--- config.mk ---
export PLATFORM = sky130hd
export DESIGN_NAME = memshare_vn_iblut_rank_ctrl
export DESIGN_NICKNAME = d
export VERILOG_FILES = /design/src/rtl/memshare_vn_iblut_rank_ctrl.sv
export SDC_FILE = /design/constraint.sdc
export NUM_CORES = 1
export LEC_CHECK = 0
export ABC_AREA = 1
export ABC_CLOCK_PERIOD_IN_PS = 2900
export CAP_MARGIN = 20
export CORE_MARGIN = 2
export CORE_UTILIZATION = 45
export DETAILED_ROUTE_END_ITERATION = 6
export PLACE_DENSITY_LB_ADDON = 0.2
export SLEW_MARGIN = 20
export SYNTH_ARGS = -nofsm -noshare
export SYNTH_HDL_FRONTEND = slang
export SYNTH_SLANG_ARGS = --single-unit
--- constraint.sdc ---
create_clock -name sys_clk -period 2.9 [get_ports sys_clk]
set_clock_uncertainty 0.1 [all_clocks]
set_input_delay 0.29 -clock sys_clk [delete_from_list [all_inputs] [get_ports sys_clk]]
set_output_delay 0.29 -clock sys_clk [all_outputs]
set_load 0.01 [all_outputs]
--- src/rtl/memshare_vn_iblut_rank_ctrl.sv ---
// memshare_vn_iblut_rank_ctrl
//   One information-bottleneck LUT per VN lane of a memory-share group.
//   Lookups: lane address = {column select, C2V message}, registered read,
//   1-cycle latency, 1 per cycle. GP1 lanes only own the lower half of the
//   column space, so the column-select MSB is masked off for them.
//   Reload: load_start_i enters LOAD, DEPTH valid&ready beats write one entry
//   per lane each at address wcnt, then DONE pulses for one cycle.
//   Lookups arriving while in LOAD are dropped and flagged on rd_drop_o.
//
// Ports
//   sys_clk, rst               clock, synchronous active-high reset
//   rd_valid_i                 lookup request
//   memShare_colSel_vec_i      lane i column select at [i*C +: C]
//   c2v_msg_vec_i              lane i C2V message at [i*Q +: Q]
//   v2c_msg_vec_o, v2c_valid_o lookup result (held while valid is low)
//   load_start_i               begin reload (honoured only in IDLE)
//   load_valid_i/load_ready_o  reload beat handshake
//   load_data_i                one entry per lane per beat
//   load_busy_o, load_done_o   reload in progress / one-cycle completion pulse
//   rd_drop_o                  one-cycle pulse: lookup discarded during reload

// Per-lane table: synchronous write, registered read; contents not reset.
module memshare_vn_iblut_lane #(
    parameter int QUAN_SIZE     = 4,
    parameter int COL_SEL_WIDTH = 2,
    parameter bit GP2           = 1'b1
) (
    input  logic                              clk,
    input  logic                              rst,
    input  logic                              we,
    input  logic [COL_SEL_WIDTH+QUAN_SIZE-1:0] waddr,
    input  logic [QUAN_SIZE-1:0]              wdata,
    input  logic                              re,
    input  logic [COL_SEL_WIDTH-1:0]          col_sel,
    input  logic [QUAN_SIZE-1:0]              c2v,
    output logic [QUAN_SIZE-1:0]              rdata
);
    localparam int AW    = COL_SEL_WIDTH + QUAN_SIZE;
    localparam int DEPTH = 1 << AW;
    // GP1 lanes see only 2^(C-1) columns: drop the column-select MSB.
    localparam logic [COL_SEL_WIDTH-1:0] COL_MASK =
        GP2 ? {COL_SEL_WIDTH{1'b1}} : ({COL_SEL_WIDTH{1'b1}} >> 1);

    logic [QUAN_SIZE-1:0] mem [DEPTH];
    logic [AW-1:0]        raddr;
    logic                 wr_ok;

    assign raddr = {col_sel & COL_MASK, c2v};
    // Upper half of a GP1 lane is never addressed, so it is never written.
    assign wr_ok = GP2 || !waddr[AW-1];

    always_ff @(posedge clk) begin
        if (we && wr_ok) mem[waddr] <= wdata;
    end

    always_ff @(posedge clk) begin
        if (rst)     rdata <= '0;
        else if (re) rdata <= mem[raddr];
    end
endmodule

module memshare_vn_iblut_rank_ctrl #(
    parameter int SHARE_GROUP_SIZE = 4,
    parameter int QUAN_SIZE        = 4,
    parameter int COL_SEL_WIDTH    = 2,
    parameter logic [SHARE_GROUP_SIZE-1:0] GP_CONFIG = 4'b1010
) (
    input  logic                                  sys_clk,
    input  logic                                  rst,
    input  logic                                  rd_valid_i,
    input  logic [SHARE_GROUP_SIZE*COL_SEL_WIDTH-1:0] memShare_colSel_vec_i,
    input  logic [SHARE_GROUP_SIZE*QUAN_SIZE-1:0] c2v_msg_vec_i,
    output logic [SHARE_GROUP_SIZE*QUAN_SIZE-1:0] v2c_msg_vec_o,
    output logic                                  v2c_valid_o,
    input  logic                                  load_start_i,
    input  logic                                  load_valid_i,
    output logic                                  load_ready_o,
    input  logic [SHARE_GROUP_SIZE*QUAN_SIZE-1:0] load_data_i,
    output logic                                  load_busy_o,
    output logic                                  load_done_o,
    output logic                                  rd_drop_o
);
    localparam int N      = SHARE_GROUP_SIZE;
    localparam int Q      = QUAN_SIZE;
    localparam int C      = COL_SEL_WIDTH;
    localparam int AW     = C + Q;
    localparam int STAGES = 1;
    localparam logic [AW-1:0] WCNT_LAST = '1;

    typedef enum logic [1:0] {IDLE, LOAD, DONE} state_t;

    state_t            state, state_nx;
    logic [AW-1:0]     wcnt;
    logic              beat;
    logic              rd_acc;
    logic [STAGES:1]   vld_pipe;

    assign beat   = load_valid_i && load_ready_o;
    assign rd_acc = rd_valid_i && (state != LOAD);

    // State register and beat counter
    always_ff @(posedge sys_clk) begin
        if (rst) begin
            state <= IDLE;
            wcnt  <= '0;
        end else begin
            state <= state_nx;
            if (state == IDLE && load_start_i) wcnt <= '0;
            else if (beat)                     wcnt <= wcnt + 1'b1;
        end
    end

    // Next state
    always_comb begin
        state_nx = state;
        case (state)
            IDLE:    if (load_start_i) state_nx = LOAD;
            LOAD:    if (beat && wcnt == WCNT_LAST) state_nx = DONE;
            DONE:    state_nx = IDLE;
            default: state_nx = IDLE;
        endcase
    end

    // Moore outputs
    always_comb begin
        load_ready_o = 1'b0;
        load_busy_o  = 1'b0;
        load_done_o  = 1'b0;
        case (state)
            LOAD: begin
                load_ready_o = 1'b1;
                load_busy_o  = 1'b1;
            end
            DONE:    load_done_o = 1'b1;
            default: ;
        endcase
    end

    // Read valid / drop flags, aligned with the registered LUT read
    always_ff @(posedge sys_clk) begin
        if (rst) begin
            vld_pipe  <= '0;
            rd_drop_o <= 1'b0;
        end else begin
            vld_pipe  <= STAGES'(rd_acc);
            rd_drop_o <= rd_valid_i && (state == LOAD);
        end
    end
    assign v2c_valid_o = vld_pipe[STAGES];

    for (genvar i = 0; i < N; i++) begin : g_lane
        memshare_vn_iblut_lane #(
            .QUAN_SIZE    (Q),
            .COL_SEL_WIDTH(C),
            .GP2          (GP_CONFIG[i])
        ) u_lane (
            .clk    (sys_clk),
            .rst    (rst),
            .we     (beat),
            .waddr  (wcnt),
            .wdata  (load_data_i[i*Q +: Q]),
            .re     (rd_acc),
            .col_sel(memShare_colSel_vec_i[i*C +: C]),
            .c2v    (c2v_msg_vec_i[i*Q +: Q]),
            .rdata  (v2c_msg_vec_o[i*Q +: Q])
        );
    end
endmodule

==> impl_metrics.json, run 1 <==
{
  "design_area_um2": 37200,
  "antenna_found_initial": 0,
  "yosys_register_bits": 794,
  "clk_pin_slew_ps": 60,
  "hp-class": "primary input to register",
  "avgRoutedWirePerCell_um": 21.6,
  "slew_violations": 0,
  "status": "finished clean",
  "power_density_nw_per_um2": 662,
  "dpl.hpwl_mm": 53.7,
  "dieHeight_um": 272,
  "pre_cts_slack_ps": 353,
  "htreeDepth": 3,
  "finalCriticalPeriod_ps": 2220,
  "crit_path_frequent_cell": "inv_1",
  "grt_pass1_vias": 20600,
  "finalSetupViolCount": 0,
  "post_cts_buffers": 0,
  "cts.sinks": 794,
  "synth_edf_count": 768,
  "setup_ws_ps": 678,
  "fillers": 6121,
  "critical_path_class": "register to output port",
  "placed_cells": 3757,
  "async_flop_share_pct": 0,
  "syn-num-nets": 2774,
  "synth_ff_type": "edfxtp_1",
  "worstMarginPinSlew_ps": 1000,
  "grt.overflow.total": 0,
  "report.power.total_mw": 24.6,
  "grt_usage_pct": 22.9,
  "clk_latency_ps": 630,
  "dieWidth_um": 272,
  "core_area_um2": 71200,
  "drt_wl_total_mm": 84.5,
  "cp.required_ps": 2510,
  "nNetsFinal": 2939,
  "final_cells": 3908,
  "worstSetupStartpointType": "register",
  "syn_avg_cell_area_um2": 11.8,
  "timing.final.crit_share_pct": 76.6,
  "rows": 98,
  "cp_num_buf_inv": 3,
  "grt_max_degree": 129,
  "place_congestion": 0.906,
  "slowest_stage": "clkdlybuf4s50_1",
  "remaining_drc_errors": 0,
  "syn_inst": 2728,
  "crit_fanout": 6,
  "ant_nets": 0,
  "clock.fmax_mhz": 450,
  "via_per_inst": 5.47,
  "ctsLongestPathBuffers": 3,
  "cts-resized-gates": 0,
  "slowest_delay_ps": 580,
  "die-area_um2": 74000,
  "vdd_drop_max_uv": 446,
  "fin_setup_tns_ps": 0,
  "ctsHoldBuffers": 0,
  "crit_arrival_ps": 1830,
  "dr.pass1.iters": 5,
  "drt_first_iter_violations": 1917,
  "most-common-layout-cells": "edfxtp_1, nand2_1, nand3_1, nor2_1, buf_4",
  "ys_types": 24,
  "crit_family": "buffers and inverters",
  "cts_root_buf": "clkbuf_16",
  "end_kind": "output port",
  "grt_pass1_wl_mm": 127,
  "rsz0062_at_grt": "no",
  "placed_area_um2": 34500,
  "io_buffers": 63,
  "initial_core_util_pct": 45.4,
  "vias": 21400,
  "cts_buffers": 84,
  "io_pins": 66,
  "syn_area_um2": 32300,
  "drv_cap": 0,
  "cts_tree": "built",
  "final_common_cell": "edfxtp_1",
  "slew_headroom_pct": 33.3,
  "hold_viol": 0,
  "antenna_cells": 0,
  "seq_area_frac_synth_pct": 73.0,
  "power_leakage_nw": 13.4,
  "crit_chain": "inv_1, nand2_1, inv_1, clkdlybuf4s50_1",
  "area_growth_pct": 15.0,
  "drive_gt1_share_pct": 11.1,
  "yosys_warnings": 0
}
## kinds of logic (layout without fill, tap and decap cells)
| kind of cell | Yosys count | after routing | share of synthesized area (%) |
|---|---|---|---|
| buf+inv | 233 | 463 | 4.10 |
| flops | 794 | 794 | 73.0 |
| simple gates | 1501 | 1501 | 19.6 |
| fa+ha+maj | 1 | 1 | 0.0387 |
| compound gates | 199 | 199 | 3.28 |
## registers in the layout, indices dropped and copies added (netlist names)
register,flops
state,2
v2c_valid_o,1
g_lane.u_lane.rdata,16
wcnt,6
rd_drop_o,1
g_lane.u_lane.mem,768
## synth_stat cells (9+ instances only)
cell type	n	area [µm²]
edfxtp_1	768	23100
nand2_1	738	2770
nand3_1	548	2740
nor2_1	205	769
o21ai_0	100	500
buf_2	54	270
inv_1	52	195
o22ai_1	40	250
buf_4	37	278
a21oi_1	36	180
clkbuf_1	36	135
buf_6	32	360
dfxtp_1	26	521
o21ai_1	21	105
inv_2	11	41.3
buf_1	9	33.8
## final cells by class
cell class / instances / area [µm²] / area share (%)
clock buffers: 112 / 2310 / 6.22
clock inverters: 39 / 354 / 0.952
inverters: 63 / 241 / 0.649
multi-input cells: 1701 / 7410 / 19.9
flip-flops and latches: 794 / 23600 / 63.4
well taps: 950 / 1190 / 3.20
repair buffers: 249 / 2090 / 5.61
## worst register-to-register path, delay by kind of cell, from the launching register on
family                 cells  cell delay [ps]
and+or+nand+nor            4             1060
buffers and inverters      3              460
DFF                        1              310
## power by group
part | leakage, nW | switching [mW] | internal (mW) | total (mW)
Combinational | 4.94 | 1.08 | 0.431 | 1.51
Clock | 1.31 | 4.28 | 6.20 | 10.5
Sequential | 7.12 | 0.0216 | 12.6 | 12.6
## per-stage QoR
stage | hold slack [ps] | util (%)
2_1_floorplan | 289 | -
3_3_place_gp | 428 | 48.4
3_5_place_dp | 436 | 48.4
4_1_cts | 25.1 | 52.2
5_1_grt | 31.8 | 52.2
6_report | 38.7 | 52.2
## metal layers
layer	global-route usage, %	share of wire [%]	wire [µm]
met1	31.0	42	35900
met2	38.0	48	40700
met3	3.47	6.2	5270
met4	7.59	3.1	2650
met5	0	0	0
## path summary, 6_finish.rpt
kind	startpoint	endpoint	slack [ps]	cells past startpoint
max	state[1]	load_ready_o	680	4
min	load_data_i[15]	g_lane[3].u_lane.mem[21][3]	40	1
max reg2reg	state[1]	g_lane[1].u_lane.mem[53][0]	690	7
min reg2reg	wcnt[3]	wcnt[4]	450	2
No activity file was read; power rests on OpenSTA's default activity.
==> inputs of run 2 (changes only) <==
--- a/config.mk
+++ b/config.mk
@@ -6,7 +6,7 @@
 export NUM_CORES = 1
 export LEC_CHECK = 0
 export ABC_AREA = 1
-export ABC_CLOCK_PERIOD_IN_PS = 2900
+export ABC_CLOCK_PERIOD_IN_PS = 2150
 export CAP_MARGIN = 20
 export CORE_MARGIN = 2
 export CORE_UTILIZATION = 45
==> constraint.sdc (replaced) <==
create_clock -name sys_clk -period 2.15 [get_ports sys_clk]
set_clock_uncertainty 0.1 [all_clocks]
set_input_delay 0.215 -clock sys_clk [delete_from_list [all_inputs] [get_ports sys_clk]]
set_output_delay 0.215 -clock sys_clk [all_outputs]
set_load 0.01 [all_outputs]
==> run 2 against run 1 <==
Routed wire length is 0.24% lower; count of clock-buffer cells in the layout is 7 lower; non-clock buffer count is 39 higher; sequential cell count stayed put; sequential share of layout area is 1.3 points lower; register-to-register slack worse by 480 ps; design area is 2.1% higher.
==> impl_metrics.json, run 2 (synthesized netlist as in run 1, its figures left out) <==
{
  "dieHeight_um": 272,
  "top_register": "g_lane.u_lane.mem",
  "finalCriticalPeriod_ps": 2050,
  "slew_headroom_pct": 62.4,
  "cts_buffers": 82,
  "timing.final.crit_share_pct": 95.2,
  "largest_reg_flops": 768,
  "fillers": 6056,
  "critical_path_class": "register to output port",
  "most-common-layout-cells": "edfxtp_1, nand2_1, nand3_1, nor2_1, buf_4",
  "power_density_nw_per_um2": 883,
  "ff_latch_area_um2": 23600,
  "crit_fanout": 2,
  "final_cells": 3942,
  "drt_wl_total_mm": 84.3,
  "clock.fmax_mhz": 488,
  "design_area_um2": 38000,
  "drt_first_iter_violations": 2297,
  "antenna_cells": 0,
  "post_cts_buffers": 0,
  "grt.overflow.total": 0,
  "cp.required_ps": 1840,
  "power_leakage_nw": 13.7,
  "grt_usage_pct": 22.8,
  "crit_family": "buffers and inverters",
  "finalSetupViolCount": 0,
  "vdd_drop_max_uv": 776,
  "htreeDepth": 3,
  "slowest_stage": "clkdlybuf4s50_1",
  "remaining_drc_errors": 0,
  "hold_viol": 0,
  "grt_max_degree": 66,
  "place_congestion": 0.856,
  "dpl.hpwl_mm": 54.4,
  "hp-class": "primary input to register",
  "cp_num_buf_inv": 1,
  "core_area_um2": 71200,
  "fin_setup_tns_ps": 0,
  "via_per_inst": 5.44,
  "crit_arrival_ps": 1730,
  "status": "finished clean",
  "placed_cells": 3789,
  "grt_pass1_vias": 20500,
  "worstMarginPinSlew_ps": 564,
  "slowest_delay_ps": 770,
  "end_kind": "output port",
  "rsz0062_at_grt": "no",
  "grt_pass1_wl_mm": 126,
  "clk_pin_slew_ps": 60,
  "nNetsFinal": 2976,
  "antenna_found_initial": 0,
  "avgRoutedWirePerCell_um": 21.4,
  "rows": 98,
  "setup_ws_ps": 103,
  "drv_cap": 0,
  "initial_core_util_pct": 45.4,
  "die-area_um2": 74000,
  "cts.sinks": 794,
  "utilization_pct": 53.3,
  "io_buffers": 63,
  "cts_root_buf": "clkbuf_16",
  "cts_tree": "built",
  "whs_ps": 28.7,
  "crit_chain": "clkdlybuf4s50_1",
  "dr.pass1.iters": 6,
  "placed_area_um2": 35200,
  "reg_top3": "g_lane.u_lane.mem (768), g_lane.u_lane.rdata (16), wcnt (6)",
  "ant_nets": 0,
  "dieWidth_um": 272,
  "vias": 21400,
  "slew_violations": 0,
  "multi_input_area_um2": 7420,
  "drive_gt1_share_pct": 12.3,
  "clk_latency_ps": 630,
  "area_growth_pct": 17.4,
  "worstSetupStartpointType": "register",
  "ctsLongestPathBuffers": 3,
  "io_pins": 66,
  "pre_cts_slack_ps": -111,
  "final_common_cell": "edfxtp_1",
  "report.power.total_mw": 33.5
}
run 2: changes by cell type in the layout (fill, tap and decap cells not counted), sizes merged:
cell           delta
buf              +32
clkbuf            -7
dlygate4sd3       +7
clkinv            -4
bufinv            +3
clkdlybuf4s50     -2
clkinvlp          +2
dlymetal6s2s      +2
inv               +1
run 2: area by class of cell:
type,instances,share of cell area (%)
clock buffers,105,5.93
clock inverters,41,1.22
inverters,63,0.636
multi-input cells,1701,19.6
flip-flops and latches,794,62.1
well taps,950,3.13
repair buffers,288,7.39
run 2: where the power goes:
| part | internal [mW] | switching (mW) |
|---|---|---|
| Sequential | 17.0 | 0.0340 |
| Clock | 8.57 | 5.70 |
| Combinational | 0.696 | 1.49 |
| Total | 26.3 | 7.23 |
run 2: timing repair:
action | CTS | global route
endpoints found under the hold margin | 89 | 0
hold buffers | 7 | 0
resized for setup | 1 | 3
gates cloned | 0 | 0
endpoints found under the setup margin | 2 | 57
pin swaps | 0 | 0
run 2: path summary, 6_finish.rpt:
check                             from                          end  slack [ps]  cells after the start
max          g_lane[3].u_lane.rdata[3]            v2c_msg_vec_o[15]         100                      1
min                     load_data_i[5]  g_lane[1].u_lane.mem[60][1]          30                      1
max reg2reg                   state[1]  g_lane[0].u_lane.mem[16][0]         210                      8
min reg2reg                    wcnt[3]                      wcnt[4]         470                      2
run 2: layer usage:
layer / up-vias / global-route usage [%] / part of all wire (%)
li1: 10000 / - / -
met1: 10400 / 29.9 / 40
met2: 844 / 38.1 / 49
met3: 171 / 3.73 / 7.0
met4: 0 / 8.98 / 3.7
met5: - / 0 / 0
==> variant 1, RTL diff (flow settings as in run 2) <==
Re-encode `state_t` (3 states) as one-hot, 3 bits wide.
--- a/src/rtl/memshare_vn_iblut_rank_ctrl.sv
+++ b/src/rtl/memshare_vn_iblut_rank_ctrl.sv
@@ -88,5 +88,5 @@
     localparam logic [AW-1:0] WCNT_LAST = '1;
 
-    typedef enum logic [1:0] {IDLE, LOAD, DONE} state_t;
+    typedef enum logic [2:0] {IDLE = 3'b001, LOAD = 3'b010, DONE = 3'b100} state_t;
 
     state_t            state, state_nx;
Formal check against the unedited RTL: same outputs for any inputs over 4 cycles, from zero or initial values and one cycle with rst high; so few cycles prove little.
==> variant 1 against run 2 <==
Via count shrank 1.0%. Wire length shrank 1.5%. Worst setup slack gained 39 ps. Final area is 0.26% lower. Sequential cell count up 1. Cell count is 0.10% higher. Largest power group unchanged. Synthesized area rose by 0.14%. Register-to-register slack got worse by 70 ps. Total power decreased by 0.67%.
==> variant 1: results (changes against run 2) <==
STA
  – Slew of the pin with the lowest slew margin: 701 ps (was 564 ps)

Hold path
  – Hold Startpoint: load_data_i[7] (was load_data_i[5])
  – Hold-critical path depth: 2 (was 1)
  – Worst hold endpoint: g_lane[1].u_lane.mem[47][3] (was g_lane[1].u_lane.mem[60][1])

Routing
  – Vias per cell: 5.38 (was 5.44)
  – Final WL: 83.0 mm (was 84.3 mm)
  – Via count: 21200 (was 21400)

Layout
  – Fillers: 6106 (was 6056)
  – Share of layout cells above drive strength 1: 11.8% (was 12.3%)

Setup path
  – Reg-to-reg slack, setup: 140 ps (was 210 ps)
  – Crit-path max FO: 8 (was 2)
  – Critical Path AT: 2260 ps (was 1730 ps)
  – Worst R2R End: g_lane[2].u_lane.mem[3][0] (was g_lane[0].u_lane.mem[16][0])

Synthesis
  – Sequential fraction of the synthesis area: 72.9% (was 73.0%)
  – Synthesized Nets: 2778 (was 2774)
  – Cells after Synth: 2732 (was 2728)
  – Most instantiated cells after synthesis: edfxtp_1 (768), nand2_1 (744), nand3_1 (546) (was edfxtp_1 (768), nand2_1 (738), nand3_1 (548))
  – Cell variety after synth: 27 (was 24)
  – Adder-cell share of the synthesized area: 0.0387% (about the same)

Placed design
  – Post-DP HPWL: 52.6 mm (was 54.4 mm)
  – RePlAce Congestion: 0.871 (was 0.856)

Pwr
  – Peak supply drop: 546 uV (was 776 uV)
  – Lkg Pwr: 0.0137 uW (about the same)

Outcome
  – Outcome: finished clean (unchanged)

Global routing
  – Total GRT Usage: 22.4% (was 22.8%)
  – Largest net degree at the start of global routing: 70 (was 66)
  – First-pass GRT wire length: 126 mm (about the same)
variant 1: cell types whose count changed in the layout (fill, tap and decap cells not counted), moves of 4 or more:
cell / delta
nand2_1: +6
inv_2: -4
buf_12: -5
clkinv_1: +8
variant 1: worst max path at each step:
stage	cells past startpoint	start	endpoint
floorplan	9	state[0]	g_lane[1].u_lane.mem[39][0]
global placement	11	c2v_msg_vec_i[6]	g_lane[1].u_lane.rdata[3]
detailed placement	11	c2v_msg_vec_i[9]	g_lane[2].u_lane.rdata[1]
CTS	1	g_lane[3].u_lane.rdata[3]	v2c_msg_vec_o[15]
global route	9	state[0]	g_lane[2].u_lane.mem[3][3]
finish	9	state[0]	g_lane[2].u_lane.mem[3][0]
variant 1: logic make-up after synthesis:
| kind of cell | Yosys count |
|---|---|
| simple gates | 1508 |
| buf+inv | 230 |
| compound gates | 198 |
| fa+ha+maj | 1 |
| flops | 795 |
variant 1: per-layer routing:
metal / share of wire [%] / wire length, um / vias to the layer above / track usage (%)
met5: 0 / 0 / - / 0
met4: 2.9 / 2420 / 0 / 7.68
met3: 5.3 / 4380 / 135 / 3.20
met2: 50 / 41700 / 641 / 38.8
met1: 42 / 34500 / 10400 / 29.1
li1: - / - / 10000 / -
variant 1: layout make-up:
type | count | share of cell area (%)
Sequential cell | 795 | 62.4
Multi-Input combinational cell | 1707 | 19.7
Timing Repair Buffer | 281 | 7.06
Clock buffer | 107 | 6.06
Tap cell | 950 | 3.14
Clock inverter | 45 | 1.11
Inverter | 61 | 0.618
variant 1: metrics by stage:
step	total power (uW)	setup TNS, ps	area [um^2]	setup WS (ps)
2_1_floorplan	18500	0	32400	0.249
3_3_place_gp	19400	-8.71	35100	-8.71
3_5_place_dp	19400	-89.6	35100	-19.3
4_1_cts	33600	0	37900	136
5_1_grt	34400	0	37900	40.2
6_report	33300	0	37900	141
variant 1: what timing repair did:
item                                   4_1_cts  5_1_grt
resized for setup                            3        0
hold buffers                                 5        0
endpoints found under the hold margin       35        0
setup endpoints to repair                    3        0
variant 1: worst max-delay path, cell delays in order, from the launching register on:
cell     delay [ps]
dfxtp_1         300
inv_1            70
nand2_1         100
nor2_4          100
nand2_2         100
nor2_1          230
nand2_1         110
buf_4           220
nor2_1          190
buf_4           190
variant 1: power by group:
| part | leakage [uW] | internal (uW) | switching [uW] | total (uW) |
|---|---|---|---|---|
| Sequential | 0.00712 | 17000 | 32.1 | 17000 |
| Combinational | 0.00526 | 661 | 1370 | 2030 |
| Clock | 0.00133 | 8370 | 5830 | 14200 |
| Total | 0.0137 | 26000 | 7230 | 33300 |
==> variant 2, RTL diff (config.mk and constraints of run 2) <==
Made on the original files. Set the parameter `GP_CONFIG` to 4'b1000 (it was 4'b1010).
--- a/src/rtl/memshare_vn_iblut_rank_ctrl.sv
+++ b/src/rtl/memshare_vn_iblut_rank_ctrl.sv
@@ -64,5 +64,5 @@
     parameter int QUAN_SIZE        = 4,
     parameter int COL_SEL_WIDTH    = 2,
-    parameter logic [SHARE_GROUP_SIZE-1:0] GP_CONFIG = 4'b1010
+    parameter logic [SHARE_GROUP_SIZE-1:0] GP_CONFIG = 4'b1000
 ) (
     input  logic                                  sys_clk,
Behaviour: not the same (a bounded check fails within 4 cycles, from zero or initial values and one cycle with rst high).
==> variant 2 against run 2 <==
Total power decreased by 14%. Register-to-register slack got worse by 100 ps. Synthesized area decreased by 16%. Sequential cell count decreased by 128. Fmax decreased by 0.29%. Wire length decreased by 19%. Worst setup slack got worse by 6.0 ps. Global-route usage decreased by 0.73 points. Final area decreased by 16%. Utilization increased by 0.61 points. Largest power group unchanged.
==> variant 2: results (changes against run 2) <==
Outcome
  – Outcome: finished clean (unchanged)

Layout
  – Top flop regs: g_lane.u_lane.mem: 640 flops, g_lane.u_lane.rdata: 16 flops, wcnt: 6 flops (was g_lane.u_lane.mem: 768 flops, g_lane.u_lane.rdata: 16 flops, wcnt: 6 flops)
  – Data buffer area share: 6.93% (was 7.39%)
  – Plain + repair buffers: 209 (was 288)
  – Share of layout cells above drive strength 1: 12.1% (was 12.3%)
  – Final Instance Count excl. Fillers: 3248 (was 3942)
  – Multi-input logic area: 6240 um^2 (was 7420 um^2)
  – Clock network area share: 7.74% (was 7.15%)
  – Non-CTS inverters: 64 (was 63)
  – Multi-input gate count: 1404 (was 1701)
  – Clock buffers: 97 (was 105)
  – Nets: 2462 (was 2976)
  – Area taken by flip-flops and latches: 19700 um^2 (was 23600 um^2)

Setup path
  – CP peak stage delay: 610 ps (was 770 ps)
  – Reg-to-reg slack, setup: 110 ps (was 210 ps)
  – Worst R2R End: g_lane[3].u_lane.mem[38][1] (was g_lane[0].u_lane.mem[16][0])

Synthesis
  – Most instantiated cells after synthesis: edfxtp_1 (640), nand2_1 (515), nand3_1 (342) (was edfxtp_1 (768), nand2_1 (738), nand3_1 (548))
  – Yosys top cell area share: 71.2% (was 71.4%)
  – Adder-cell share of the synthesized area: 0.0463% (was 0.0387%)
  – Compound-gate portion of the synthesized area: 5.74% (was 3.28%)
  – Post-synth EDFFs: 640 (was 768)
  – Synthesized Nets: 2322 (was 2774)
  – Sequential fraction of the synthesis area: 73.1% (was 73.0%)
  – Cell variety after synth: 26 (was 24)
  – Mean Syn Cell Area: 11.9 um^2 (was 11.8 um^2)

Routing
  – Wire per inst: 21.0 um (was 21.4 um)
  – DRT Pass-1 Iters: 5 (was 6)
  – Met2 WL post-DR: 32.2 mm (was 41.2 mm)
  – Met3 Wirelength: 4.75 mm (was 5.91 mm)
  – DRT iter0 DRCs: 1794 (was 2297)
  – WL met1: 29.1 mm (was 34.0 mm)

Pwr
  – Switching portion of total power: 21.3% (was 21.6%)
  – Peak supply drop: 634 uV (was 776 uV)
  – Lkg Pwr: 0.0113 uW (was 0.0137 uW)

Placed design
  – Post-DP HPWL: 41.9 mm (was 54.4 mm)
  – RePlAce Congestion: 0.809 (was 0.856)
  – Placed cell area: 29300 um^2 (was 35200 um^2)
  – Port bufs: 62 (was 63)

Global routing
  – Met1 Track Usage GR: 30.2% (was 29.9%)
  – Vias in the first global route: 17600 (was 20500)
  – First-pass GRT wire length: 104 mm (was 126 mm)
  – Largest net degree at the start of global routing: 73 (was 66)
  – GR Util met2: 35.6% (was 38.1%)

Clock tree
  – Sink Count: 666 (was 794)
  – Worst-Skew Late Latency: 610 ps (was 630 ps)

Hold path
  – Hold-critical path depth: 2 (was 1)
  – Worst hold endpoint: g_lane[3].u_lane.mem[25][0] (was g_lane[1].u_lane.mem[60][1])

STA
  – WHS: 28.4 ps (was 28.7 ps)
## variant 2: cell count changes after synthesis, sizes merged
cell	delta
nand2	-222
nand3	-206
edfxtp	-128
o21ai	+58
nor2	+35
buf	-21
o22ai	+20
a21oi	+17
clkbuf	-7
a2111oi	-1
inv	+1
nand4	+1
nor4	+1
## variant 2: repair_timing
action,CTS,global route
gates resized for setup,1,33
endpoints found under the setup margin,7,322
hold endpoints to repair,0,0
buffers inserted,0,1
## variant 2: worst max path at each step
stage / start / slack, ps / to
detailed placement: load_valid_i / -100 / g_lane[2].u_lane.mem[5][3]
global route: state[1] / -3 / g_lane[3].u_lane.mem[17][2]
floorplan: state[1] / 20 / g_lane[0].u_lane.mem[28][0]
finish: g_lane[3].u_lane.rdata[1] / 100 / v2c_msg_vec_o[13]
CTS: state[1] / 20 / load_ready_o
global placement: load_valid_i / -100 / g_lane[2].u_lane.mem[5][3]
## variant 2: power by group through the flow
| stage | sequential [uW] | clock, uW | combinational, uW |
|---|---|---|---|
| 6_report | 14300 | 12700 | 1680 |
| 5_1_grt | 14300 | 13500 | 1850 |
| 4_1_cts | 14300 | 13000 | 1680 |
| 3_5_place_dp | 14600 | 0 | 1670 |
| 3_3_place_gp | 14600 | 0 | 1650 |
| 2_1_floorplan | 14600 | 0 | 907 |
## variant 2: metrics by stage
| step | utilization, % | setup WS [ps] | setup TNS (ps) |
|---|---|---|---|
| floorplan | - | 15.0 | 0 |
| global placement | 49.5 | -102 | -1340 |
| detailed placement | 49.5 | -104 | -2210 |
| CTS | 53.7 | 17.2 | 0 |
| global route | 53.9 | -3.16 | -10.7 |
| finish | 53.9 | 96.7 | 0 |
